[config.mk]
export PLATFORM = sky130hd
export DESIGN_NAME = max_sort_ctrl
export DESIGN_NICKNAME = d
export VERILOG_FILES = /design/src/rtl/max_sort_ctrl.sv
export SDC_FILE = /design/constraint.sdc
export NUM_CORES = 1
export LEC_CHECK = 0
export CAP_MARGIN = 20
export CORE_ASPECT_RATIO = 1.25
export CORE_MARGIN = 2
export CORE_UTILIZATION = 25
export DETAILED_ROUTE_END_ITERATION = 16
export PLACE_DENSITY_LB_ADDON = 0.12
export SYNTH_ARGS = -nofsm -noshare
export SYNTH_HDL_FRONTEND = slang
export SYNTH_SLANG_ARGS = --single-unit
[constraint.sdc]
create_clock -name i_clk -period 4.15 [get_ports i_clk]
set_input_delay 0.415 -clock i_clk [delete_from_list [all_inputs] [get_ports i_clk]]
set_output_delay 0.415 -clock i_clk [all_outputs]
set_load 0.1 [all_outputs]
[src/rtl/max_sort_ctrl.sv]
// max_sort_ctrl: bit-serial selection sorter controller.
// A batch of N words of W bits is loaded in one handshake. The words are then
// emitted one at a time over a valid/ready port, largest value first. Each word
// is found by a bit-plane scan that takes one cycle per bit, starting at the MSB.
// When two words hold the same value, the lower index is emitted first.
// Optional build macro MAX_SORT_CTRL_MIN_EN: when it is defined, the scan
// inverts each bit, so the batch is emitted smallest value first.

package sort_pkg;
  localparam int N = 8;
endpackage

module max_sort_ctrl #(
  parameter int N = sort_pkg::N,
  parameter int W = 8
) (
  input  logic                 i_clk,
  input  logic                 i_rst_n,
  input  logic                 i_valid,
  output logic                 o_ready,
  input  logic [N*W-1:0]       i_data,
  output logic                 o_valid,
  input  logic                 i_ready,
  output logic [$clog2(N)-1:0] o_idx,
  output logic [W-1:0]         o_data,
  output logic                 o_last,
  output logic                 o_busy
);

  localparam int IW = $clog2(N);
  localparam int RW = $clog2(N + 1);
  localparam int BW = (W > 1) ? $clog2(W) : 1;
  localparam logic [BW-1:0] B_TOP = BW'(W - 1);

`ifdef MAX_SORT_CTRL_MIN_EN
  // Inverting each bit plane makes the scan track the smallest value.
  localparam logic BIT_INV = 1'b1;
`else
  localparam logic BIT_INV = 1'b0;
`endif

  typedef enum logic [1:0] {
    IDLE = 2'd0,
    SCAN = 2'd1,
    EMIT = 2'd2
  } state_t;

  state_t         state;
  logic [N*W-1:0] batch;
  logic [N-1:0]   active;
  logic [N-1:0]   chi;
  logic [RW-1:0]  remaining;
  logic [BW-1:0]  b;

  logic [W-1:0]   words [N];
  logic [N-1:0]   col;
  logic           g;
  logic [N-1:0]   chi_next;
  logic [IW-1:0]  sel_idx;
  logic [W-1:0]   sel_data;
  logic [N-1:0]   active_clr;

  // Split the latched batch into words and form the current bit-plane column.
  always_comb begin
    col = '0;
    for (int j = 0; j < N; j++) begin
      words[j] = batch[j*W +: W];
      col[j]   = (words[j][b] ^ BIT_INV) & chi[j];
    end
    g = |col;
    if (g) begin
      chi_next = col;
    end else begin
      chi_next = chi;
    end
  end

  // Pick the lowest-index surviving candidate. The loop runs from the top index
  // down, so the lowest set index is written last and wins ties.
  always_comb begin
    sel_idx  = '0;
    sel_data = '0;
    for (int j = N - 1; j >= 0; j--) begin
      if (chi_next[j]) begin
        sel_idx  = IW'(j);
        sel_data = words[j];
      end else begin
        sel_idx  = sel_idx;
        sel_data = sel_data;
      end
    end
  end

  // Active mask with the currently presented word removed.
  always_comb begin
    active_clr = active & ~(N'(1) << o_idx);
  end

  // Controller FSM with all outputs registered.
  always_ff @(posedge i_clk) begin
    if (!i_rst_n) begin
      state     <= IDLE;
      batch     <= '0;
      active    <= '0;
      chi       <= '0;
      remaining <= '0;
      b         <= B_TOP;
      o_ready   <= 1'b1;
      o_valid   <= 1'b0;
      o_busy    <= 1'b0;
      o_last    <= 1'b0;
      o_idx     <= '0;
      o_data    <= '0;
    end else begin
      case (state)
        IDLE: begin
          if (i_valid) begin
            batch     <= i_data;
            active    <= '1;
            chi       <= '1;
            remaining <= RW'(N);
            b         <= B_TOP;
            o_ready   <= 1'b0;
            o_busy    <= 1'b1;
            state     <= SCAN;
          end
        end
        SCAN: begin
          chi <= chi_next;
          if (b == '0) begin
            // The final column is folded in combinationally, so the winner is
            // registered on the same edge that enters EMIT.
            state   <= EMIT;
            o_valid <= 1'b1;
            o_idx   <= sel_idx;
            o_data  <= sel_data;
            o_last  <= (remaining == RW'(1));
          end else begin
            b <= b - BW'(1);
          end
        end
        EMIT: begin
          if (i_ready) begin
            active    <= active_clr;
            remaining <= remaining - RW'(1);
            o_valid   <= 1'b0;
            o_last    <= 1'b0;
            if (remaining == RW'(1)) begin
              state   <= IDLE;
              o_ready <= 1'b1;
              o_busy  <= 1'b0;
            end else begin
              chi   <= active_clr;
              b     <= B_TOP;
              state <= SCAN;
            end
          end
        end
        default: begin
          state   <= IDLE;
          o_ready <= 1'b1;
          o_valid <= 1'b0;
          o_busy  <= 1'b0;
          o_last  <= 1'b0;
        end
      endcase
    end
  end

endmodule

# --- After elaboration in Yosys (flattened, before gate mapping) ---
# Index checks and enable logic that the tools add are counted.
word_totals:
  regBits: 104
  input_bits: 68
  out_inout_bits: 15
op_classes:
  addsub: 2
  order_cmp: 1
  n_eq_ne: 9
  shifts: 1
  n_mux: 65
  bitwise_logic: 12
  n_reduce_logical: 13
ops:
  columns: ["cell", "n"]
  rows:
  - ["$mux W8", 13]
  - ["$mux W3", 12]
  - ["$bmux W1 S3", 8]
  - ["$pmux W8 S3", 1]
  - ["$mux W1", 18]
  - ["$pmux W8 S2", 1]
  - ["$ne A2 B2 Y1 const B", 6]
  - ["$pmux W1 S3", 4]
  - ["$pmux W3 S3", 1]
  - ["$reduce_and A3 Y1", 3]
  - ["$and A1 B1 Y1", 8]
  - ["$and A8 B8 Y8", 1]
  - ["$mux W4", 2]
  - ["$not A8 Y8", 1]
  - ["$pmux W4 S2", 1]
  - ["$reduce_and A4 Y1", 2]
  - ["$reduce_or A8 Y1", 1]
  - ["$shl A1 B3 Y8 const A", 1]
  - ["$mux W2", 3]
  - ["$pmux W2 S3", 1]
  - ["$reduce_and A5 Y1", 1]
  - ["$eq A4 B1 Y1 const B", 1]
  - ["$lt A3 B4 Y1 const B", 1]
  - ["$reduce_and A2 Y1", 2]
  - ["9 further kinds", 10]

# --- Depth between registers and ports, before layout ---
depth:
  depth_word: 13
  depth_mapped: 11
  mapped_depth_nobuf: 9

# --- Least setup slack after synthesis ---
# OpenSTA, ideal clock, no wires.
synth_timing:
  kind: "register to register"
  start: "reg b[0]"
  end: "reg o_data[5]"
  setup_time_ps: 87
  arrival_ps: 2851
  required_ps: 4063
  path_slack_ps: 1212
  path_stages_with_launch: 10
  n_path_buf: 2
  path_cell_list: "dfxtp_1 -> buf_6 -> mux4_2 -> mux2_2 -> a2bb2o_4 -> buf_6 -> o41a_1 -> a2111oi_4 -> a222oi_1 -> o31ai_1"
synth_between:
  elab_chain_cells: 13
  word_cells_on_any_way: 36
synth_lines:
  columns: ["item", "line_no", "text"]
  rows:
  - ["from (decl)", "53", "logic [BW-1:0] b;"]
  - ["from (signal assigned)", "139", "b <= b - BW'(1);"]
  - ["$bmux W1 S3", "68", "col[j] = (words[j][b] ^ BIT_INV) & chi[j];"]
  - ["$mux W1 (not written as such)", "68", null]
  - ["$and A1 B1 Y1", "68", null]
  - ["$reduce_or A8 Y1", "70", "g = |col;"]
  - ["$mux W8", "71", "if (g) begin"]
  - ["$mux W8 (8 in a row)", "84", "if (chi_next[j]) begin"]
  - ["to (signal assigned)", "136", "o_data <= sel_data;"]
  - ["to (decl)", "25", "output logic [W-1:0] o_data,"]
# Several ways; a longest one is shown, not always the timed one. The select of a mux whose other input is x is not followed.
# A chain may end at the register's enable or synchronous reset.

# --- Worst setup path in the final report ---
layout_timing:
  start: "reg b[1]"
  end: "reg o_data[7]"
# The elaborated chain is that of the path after synthesis.

==> impl_metrics.yaml <==
timing:
  clock_skew_ns: 0.0132
  worst_slack_ns: 0.526
  period_needed_ns: 3.62
  tns_ns: 0
  timing.fmax_mhz: 276
  drv_slew: 0
  worst_slew_pin_slew_ns: 0.982
  rsz0062_at_grt: "false"
  final_hold_viol_count: 0
  setup_violations: 0
  min_period_over_period: 0.873
  maxSlewHeadroom: 0.343
power_and_ir_drop:
  ir_worst_vdd_mv: 0.201
  combPwrFrac: 0.270
  power_mw: 2.77
  power.density_nw_per_um2: 400
  switching_share: 0.328
  seqPwrFrac: 0.424
  intPower_mw: 1.86
  net-switching-power_mw: 0.910
  pwr-share-clk: 0.306
  p_leak_nw: 2.51
clock_network:
  clock_path_buffers: 2
  htreeDepth: 3
  postCtsHoldBufs: 0
  cts_tree: "yes"
  postCtsSetupBuffers: 0
  cts_num_sinks: 104
  post_cts_resized: 0
  ctsRootBufferMaster: "clkbuf_16"
  cts-buffers-inserted: 9
  clock_latency_ns: 0.35
  clk_pin_slew_ns: 0.07
route:
  ant_nets: 0
  viasPerCell: 5.20
  vias: 5272
  firstDrtPassIters: 6
  wl_um: 18200
  first_iter_violations: 389
  routedWlPerCell_um: 18.0
  route.detailed.drc: 0
logic_synthesis:
  synth-edff-count: 0
  yosys.area.top_type_share: 0.370
  syn-num-nets: 757
  yosys_register_bits: 104
  yosysWarnings: 0
  synth_cell_types: 60
  synth_area_um2: 5630
  synth_area_per_cell_um2: 8.27
  ys_top_cells_by_area: "dfxtp_1, nand2_1, a21oi_1, mux4_2, clkbuf_1"
  ys_async_sr_fraction: 0
  postSynthCellCount: 680
  yosysTopAreaCell: "dfxtp_1"
  ys_seq_area_frac: 0.370
  synth-main-ff-cell: "dfxtp_1"
final_layout:
  drive_gt1_frac: 0.0793
  syn_to_final_growth_pct: 23.0
  antenna-diode-count: 0
  final_util: 0.312
  final_nets: 805
critical_path:
  crit_required_ns: 4.41
  worstReg2RegEnd: "o_data[7]"
  rr_startpoint: "b[1]"
  crit_arrival_ns: 3.88
  startpoint_type: "flop"
  cp_max_fo: 19
  reg2reg_depth: 7
  worstSetupPathType: "reg2reg"
  r2r_slack_ns: 0.53
  endpoint_kind: "flop"
grt:
  overflow: 0
  grt_pass1_wl_um: 28500
  antenna_found_initial: 0
  grt_pass1_vias: 5100
  grt.total_usage: 0.153
  grt_max_degree: 83
hold_path:
  hold_end: "o_ready"
  hold_class: "reg2reg"
  whs_path_depth: 2
  holdCritStartpoint: "o_ready"
floorplanning:
  fp.dieH_um: 172
  start_util: 0.253
  die_x_um: 138
  rows: 61
  die-area_um2: 23700
  core-area_um2: 22200
  ios: 83
place:
  dp_slack_ns: 0.501
  gp_congestion: 0.857
  hpwl_um: 13600
  io_buffers: 82
job:
  maxCapViolCount: 0
outcome:
  outcome: "finished, final reports clean"
## synthesized netlist by cell type, drive strengths merged, types with 7 or more instances
master  instances
and3           10
buf            17
o21ai          20
o311a           8
mux2            7
o211a           9
nand3          11
clkbuf         36
inv            23
nand2         167
nor2           25
o31ai          13
a41oi           9
mux4           16
ha              9
a222oi          8
o211ai         11
a221oi          8
dfxtp         104
nand2b          7
a21oi          94
a31oi          10
## layout by cell type (no fill, tap or decap), types with 4 or more instances in the layout
cell             instances
a21oi_1                 94
a221oi_1                 8
a222oi_1                 8
a22o_1                   4
a22oi_1                  4
a31oi_1                 10
a41oi_1                  9
and2_1                   4
and3_1                  10
buf_4                    8
clkbuf_16                9
clkdlybuf4s50_1         82
dfxtp_1                104
ha_1                     9
inv_1                   22
mux2_2                   7
mux2i_1                  5
mux4_2                  16
nand2_1                166
nand2b_1                 7
nand3_1                 11
nor2_1                  25
o211a_1                  9
o211ai_1                11
o21ai_0                 18
o311a_1                  8
o31ai_1                 13
o41a_1                   4
o41ai_1                  4
## cell type report
type	count	area (µm²)
fillers	2319	15300
multi-input cells	500	3230
flip-flops and latches	104	2080
repair buffers	90	881
well taps	283	354
clock buffers	11	243
inverters	23	86.3
clock inverters	3	43.8
## through the flow
stage / instances / hold WS, ns / instance area, µm²
after global placement: 1000 / 0.451 / 6640
after detailed placement: 1000 / 0.456 / 6640
after CTS: 1014 / 0.466 / 6920
after global routing: 1014 / 0.487 / 6920
final: 1014 / 0.463 / 6920
after floorplan: 680 / 0.439 / 5630
## critical path, stage by stage (launching register included)
cell       delay, ns
dfxtp_1         0.93
mux4_2          0.37
mux2_2          0.21
a22o_1          0.40
o41ai_1         0.20
a2111oi_0       0.70
nand2_1         0.38
o31ai_1         0.33
## routing by layer
metal | vias to the layer above | part of all wire | track usage
met1 | 2532 | 0.44 | 0.191
met2 | 146 | 0.50 | 0.268
li1 | 2577 | - | -
met5 | - | 0 | 0
met3 | 17 | 0.041 | 0.0270
met4 | 0 | 0.018 | 0.0466
## power by group through the flow
stage,logic [mW],registers (mW),clock network (mW)
floorplan,0.516,1.17,0
global placement,0.751,1.20,0
detailed placement,0.753,1.20,0
CTS,0.756,1.17,0.878
global route,0.823,1.19,0.922
finish,0.749,1.18,0.848
## sequential cells by signal, summed over array words and instances (netlist names)
register	count
active	8
o_valid	1
o_data	8
state	2
remaining	4
o_last	1
batch	64
b	3
o_ready	1
chi	8
o_idx	3
o_busy	1
## cell families (layout without fill, tap and decap cells)
kind of cell	after synthesis	in the layout	synth area share
xor+xnor	2	2	0.00311
flops	104	104	0.370
buf+inv	76	127	0.0560
compound gates	228	228	0.289
fa+ha+maj	9	9	0.0200
mux	28	28	0.0869
simple gates	233	233	0.175
## worst max-delay path by stage
stage                     startpoint         to
final                           b[1]  o_data[7]
after global routing            b[1]  o_data[1]
after CTS                       b[1]  o_data[6]
after detailed placement        b[1]  o_data[7]
after global placement          b[1]  o_data[0]
after floorplan                 b[0]  o_data[5]
No activity file was read; power rests on OpenSTA's default activity.
==> RTL edit 1 (same flow settings) <==
Change the localparam `BIT_INV` from 1'b0 to 1'b1.
--- a/src/rtl/max_sort_ctrl.sv
+++ b/src/rtl/max_sort_ctrl.sv
@@ -37,5 +37,5 @@
   localparam logic BIT_INV = 1'b1;
 `else
-  localparam logic BIT_INV = 1'b0;
+  localparam logic BIT_INV = 1'b1;
 `endif
 
Function: changed (Yosys sat finds a counterexample within 10 cycles, from zero or initial values and one cycle with i_rst_n low).
==> RTL edit 1 against the original RTL <==
  * Synthesized cell count decreased by 0.88%
  * Routed wire length decreased by 3.9%
  * Clock skew decreased by 5.2 ps
  * Cell area decreased by 2.9%
  * Sequential cell count unchanged
  * Area after synthesis decreased by 4.7%
  * Worst setup slack about the same
  * Fmax about the same
  * Total power decreased by 5.2%
==> RTL edit 1: results (changes against the original RTL) <==
- GR Util met3: 0.0197 (was 0.0270)
- Starting DRC count in detailed routing: 310 (was 389)
- Drt total wl: 17500 um (was 18200 um)
- Unique cell type count in the Yosys netlist: 68 (was 60)
- Routed via count divided by cell count: 5.04 (was 5.20)
- Final layout net count: 814 (was 805)
- P_sw: 843 uW (was 910 uW)
- Detailed placement HPWL: 13300 um (was 13600 um)
- Delay of the slowest critical-path stage: 900 ps (was 930 ps)
- Layout Skew: 8.02 ps (was 13.2 ps)
- Slack of the worst reg-to-reg path: 530 ps (about the same)
- Status: finished, final reports clean (unchanged)
- Count of fill cells added during filler insertion: 2301 (was 2319)
- Area share of buffers outside the clock network: 0.138 (was 0.127)
- Post-place instance area: 0.00643 sq mm (was 0.00664 sq mm)
- Average size of a mapped cell: 7.95 sq um (was 8.27 sq um)
- Share of cell area taken by flip-flops and latches: 0.310 (was 0.301)
- Actual slew at the worst max-slew pin: 991 ps (was 982 ps)
- First-pass GRT wire length: 27800 um (was 28500 um)
- Fin Hold WS: 481 ps (was 463 ps)
- Share of the final layout cell area in multi-input gates: 0.447 (was 0.467)
- List of most frequent post-synthesis cells: sky130_fd_sc_hd__nand2_1 (159), sky130_fd_sc_hd__dfxtp_1 (104), sky130_fd_sc_hd__a21oi_1 (94) (was sky130_fd_sc_hd__nand2_1 (167), sky130_fd_sc_hd__dfxtp_1 (104), sky130_fd_sc_hd__a21oi_1 (94))
- Final-layout clock-cell area share: 0.0439 (was 0.0414)
- Inverters excl. clock: 18 (was 23)
- Multi-Input Combinational: 509 (was 500)
- Vias in the first global route: 5154 (was 5100)
- Buffers excl. clock: 95 (was 90)
- FFs & Latches: 104 (unchanged)
## RTL edit 1: cell count changes in the layout (fill, tap and decap cells not counted), moves of 9 or more
cell,before,now
sky130_fd_sc_hd__o31ai_1,13,3
sky130_fd_sc_hd__mux2i_1,5,28
sky130_fd_sc_hd__mux4_2,16,1
sky130_fd_sc_hd__o21ai_0,18,32
sky130_fd_sc_hd__o211a_1,9,0
## RTL edit 1: worst paths after layout
path	start	endpoint	cells after the start
max	b[0]	o_data[5]	8
min	batch[39]	batch[39]	2
max reg2reg	b[0]	o_data[5]	8
min reg2reg	batch[39]	batch[39]	2
## RTL edit 1: logic make-up after synthesis
family / Yosys count / share of synthesized area
adder cells (fa/ha/maj): 9 / 0.0210
flip-flops: 104 / 0.388
AO/OA/AOI/OAI: 224 / 0.278
AND/OR/NAND/NOR: 244 / 0.199
XOR/XNOR: 2 / 0.00327
multiplexers: 30 / 0.0586
buffers and inverters: 61 / 0.0516
## RTL edit 1: worst reg2reg max path, stage by stage (launching register included)
cell                       delay, ps
sky130_fd_sc_hd__dfxtp_1         900
sky130_fd_sc_hd__mux2i_1         180
sky130_fd_sc_hd__a22o_1          280
sky130_fd_sc_hd__o21a_1          240
sky130_fd_sc_hd__or4_4           690
sky130_fd_sc_hd__o41ai_4         550
sky130_fd_sc_hd__a32oi_1         120
sky130_fd_sc_hd__a211o_1         380
sky130_fd_sc_hd__a211oi_2        230
## RTL edit 1: power groups by stage
| stage | Combinational, uW | Clock [uW] | Sequential, uW |
|---|---|---|---|
| floorplan | 400 | 0 | 1170 |
| global placement | 580 | 0 | 1190 |
| detailed placement | 590 | 0 | 1190 |
| CTS | 592 | 898 | 1170 |
| global route | 651 | 933 | 1180 |
| finish | 587 | 869 | 1170 |
==> RTL edit 2 (same flow settings) <==
Made on the original files. Make the reset (`i_rst_n`) asynchronous in one clocked block.
--- a/src/rtl/max_sort_ctrl.sv
+++ b/src/rtl/max_sort_ctrl.sv
@@ -98,5 +98,5 @@
 
   // Controller FSM with all outputs registered.
-  always_ff @(posedge i_clk) begin
+  always_ff @(posedge i_clk or negedge i_rst_n) begin
     if (!i_rst_n) begin
       state     <= IDLE;
Check against the original RTL: differs if i_rst_n is asserted again (counterexample within 4 cycles, from zero or initial values and one cycle with i_rst_n low); with i_rst_n held inactive, the same outputs for 10 cycles.
==> RTL edit 2 against the original RTL <==
  * Area after synthesis grew 4.6%
  * Cell area up 4.8%
  * Fmax decreased by 6.6%
  * Routed wire length is 0.52% lower
  * Sequential cell count unchanged
  * Worst setup slack got worse by 260 ps
  * Critical endpoint is now o_data[2]
Power is not compared: it rests on default switching activity, and its combinational part moved more than twofold at a synthesized area within 25%.
==> RTL edit 2: results (changes against the original RTL) <==
- Max Buffers Root-to-Sink: 2 (unchanged)
- Share of post-route cells with drive strength above 1: 0.200 (was 0.0793)
- Largest net degree at the start of global routing: 72 (was 83)
- Cell types with the largest area share after synthesis: sky130_fd_sc_hd__dfrtp_1 (43%), sky130_fd_sc_hd__mux2_2 (12%), sky130_fd_sc_hd__mux2i_1 (4.1%) (was sky130_fd_sc_hd__dfxtp_1 (37%), sky130_fd_sc_hd__nand2_1 (11%), sky130_fd_sc_hd__a21oi_1 (8.4%))
- Peak ir drop on the vdd network: ~0.30 mV
- Async S/R FF share, synth: 1.00 (was 0)
- Global Route met2 Usage: 0.255 (was 0.268)
- Vias in the first global route: 4873 (was 5100)
- Worst Hold Class: in2async (was reg2reg)
- Delay of the slowest critical-path stage: 960 ps (was 930 ps)
- Root buf cell: sky130_fd_sc_hd__clkbuf_16 (unchanged)
- Slack of the worst reg-to-reg path: 270 ps (was 530 ps)
- Leak pwr: between 0.002 and 0.003 uW
- Antenna violations before repair: 0 (unchanged)
- Global placer's final weighted congestion: 0.904 (was 0.857)
- N_diodes: 0 (unchanged)
- GR Util met3: 0.0311 (was 0.0270)
- R2r endpoint: o_data[2] (was o_data[7])
- Critical path peak fanout: 21 (was 19)
- GRT Overall Usage: 0.154 (was 0.153)
- Actual slew at the worst max-slew pin: 975 ps (was 982 ps)
- Drt total wl: 18100 um (was 18200 um)
- Starting DRC count in detailed routing: 289 (was 389)
- Post-Synthesis Net Count: 615 (was 757)
- WP data arrival: 4140 ps (was 3880 ps)
- Uppermost layer routed: met4 (unchanged)
- Number of buffer cells added on primary ports: 82 (unchanged)
- Layout Skew: 11.4 ps (was 13.2 ps)
- Depth of the worst register-to-register path: 7 (unchanged)
- Unique cell type count in the Yosys netlist: 67 (was 60)
- Routed via count divided by cell count: 5.10 (was 5.20)
- First-pass GRT wire length: 28900 um (was 28500 um)
- Source of the worst register-to-register timing path: b[0] (was b[1])
- Library cell contributing the largest single delay on the critical path: sky130_fd_sc_hd__o41ai_1 (was sky130_fd_sc_hd__dfxtp_1)
- Met3 WL post-DR: 762 um (was 748 um)
- List of most frequent post-synthesis cells: sky130_fd_sc_hd__dfrtp_1 (100), sky130_fd_sc_hd__mux2_2 (64), sky130_fd_sc_hd__nand2_1 (64) (was sky130_fd_sc_hd__nand2_1 (167), sky130_fd_sc_hd__dfxtp_1 (104), sky130_fd_sc_hd__a21oi_1 (94))
- Setup Slack @ Placement: 308 ps (was 501 ps)
- Metal2 WL: 8830 um (was 9100 um)
- Detailed placement HPWL: 13800 um (was 13600 um)
- Proportion of synthesized chip area in sequential cells: 0.443 (was 0.370)
- Clock latency of the later-clocked register in the worst-skew pair: approximately 360 ps
- Status: finished, final reports clean (unchanged)
- Routed length on met1: 8260 um (was 8050 um)
- Count of cells resized by post-cts repair: 0 (unchanged)
- Final layout net count: 686 (was 805)
- Global-route met1 utilization: 0.203 (was 0.191)
RTL edit 2: cell count changes after synthesis, sizes merged, moves of 9 or more:
cell	delta
and3	-9
nand2	-103
a211oi	+10
dfxtp	-104
mux2	+65
o211a	-9
clkbuf	-19
inv	+10
mux4	-13
mux2i	+19
dfrtp	+100
a21oi	-82
RTL edit 2: area by class of cell:
type	count	area [sq um]
Fill cell	2321	15800
Multi-Input combinational cell	371	2990
Sequential cell	104	2610
Timing Repair Buffer	90	878
Tap cell	288	360
Clock buffer	12	246
Inverter	34	128
Clock inverter	3	42.5
RTL edit 2: report_power, final:
part	switching [uW]	internal [uW]	total (uW)
registers	530	1460	1990
logic	2320	1580	3900
clock network	385	481	866
RTL edit 2: per-stage QoR:
stage | instances | area, sq um | hold WS, ps
floorplan | 539 | 5890 | 119
global placement | 887 | 6960 | 465
detailed placement | 887 | 6960 | 463
CTS | 902 | 7250 | 232
global route | 902 | 7250 | 269
finish | 902 | 7250 | 193
RTL edit 2: kinds of logic (layout without fill, tap and decap cells):
group	after synthesis	count (layout)	share of synthesized area
adders and majority gates	8	8	0.0170
buffers and inverters	64	139	0.0502
AOI/OAI and AO/OA	134	134	0.189
muxes	99	99	0.195
DFF	104	104	0.443
xor gates and xnor gates	2	2	0.00298
and+or+nand+nor	128	128	0.102
RTL edit 2: worst max-delay path by stage:
stage / end / slack, ps / cells after the start
finish: o_data[2] / 270 / 7
global route: o_data[2] / 70 / 9
CTS: o_data[2] / 290 / 7
detailed placement: o_data[2] / 310 / 7
global placement: o_data[3] / 280 / 7
floorplan: o_data[0] / 1350 / 10
RTL edit 2: critical path: cells and delay by family (launching register included):
kind               cells  cell delay (ps)
muxes                  2              920
AOI/OAI and AO/OA      4             1460
DFF                    1              940
and+or+nand+nor        1              430
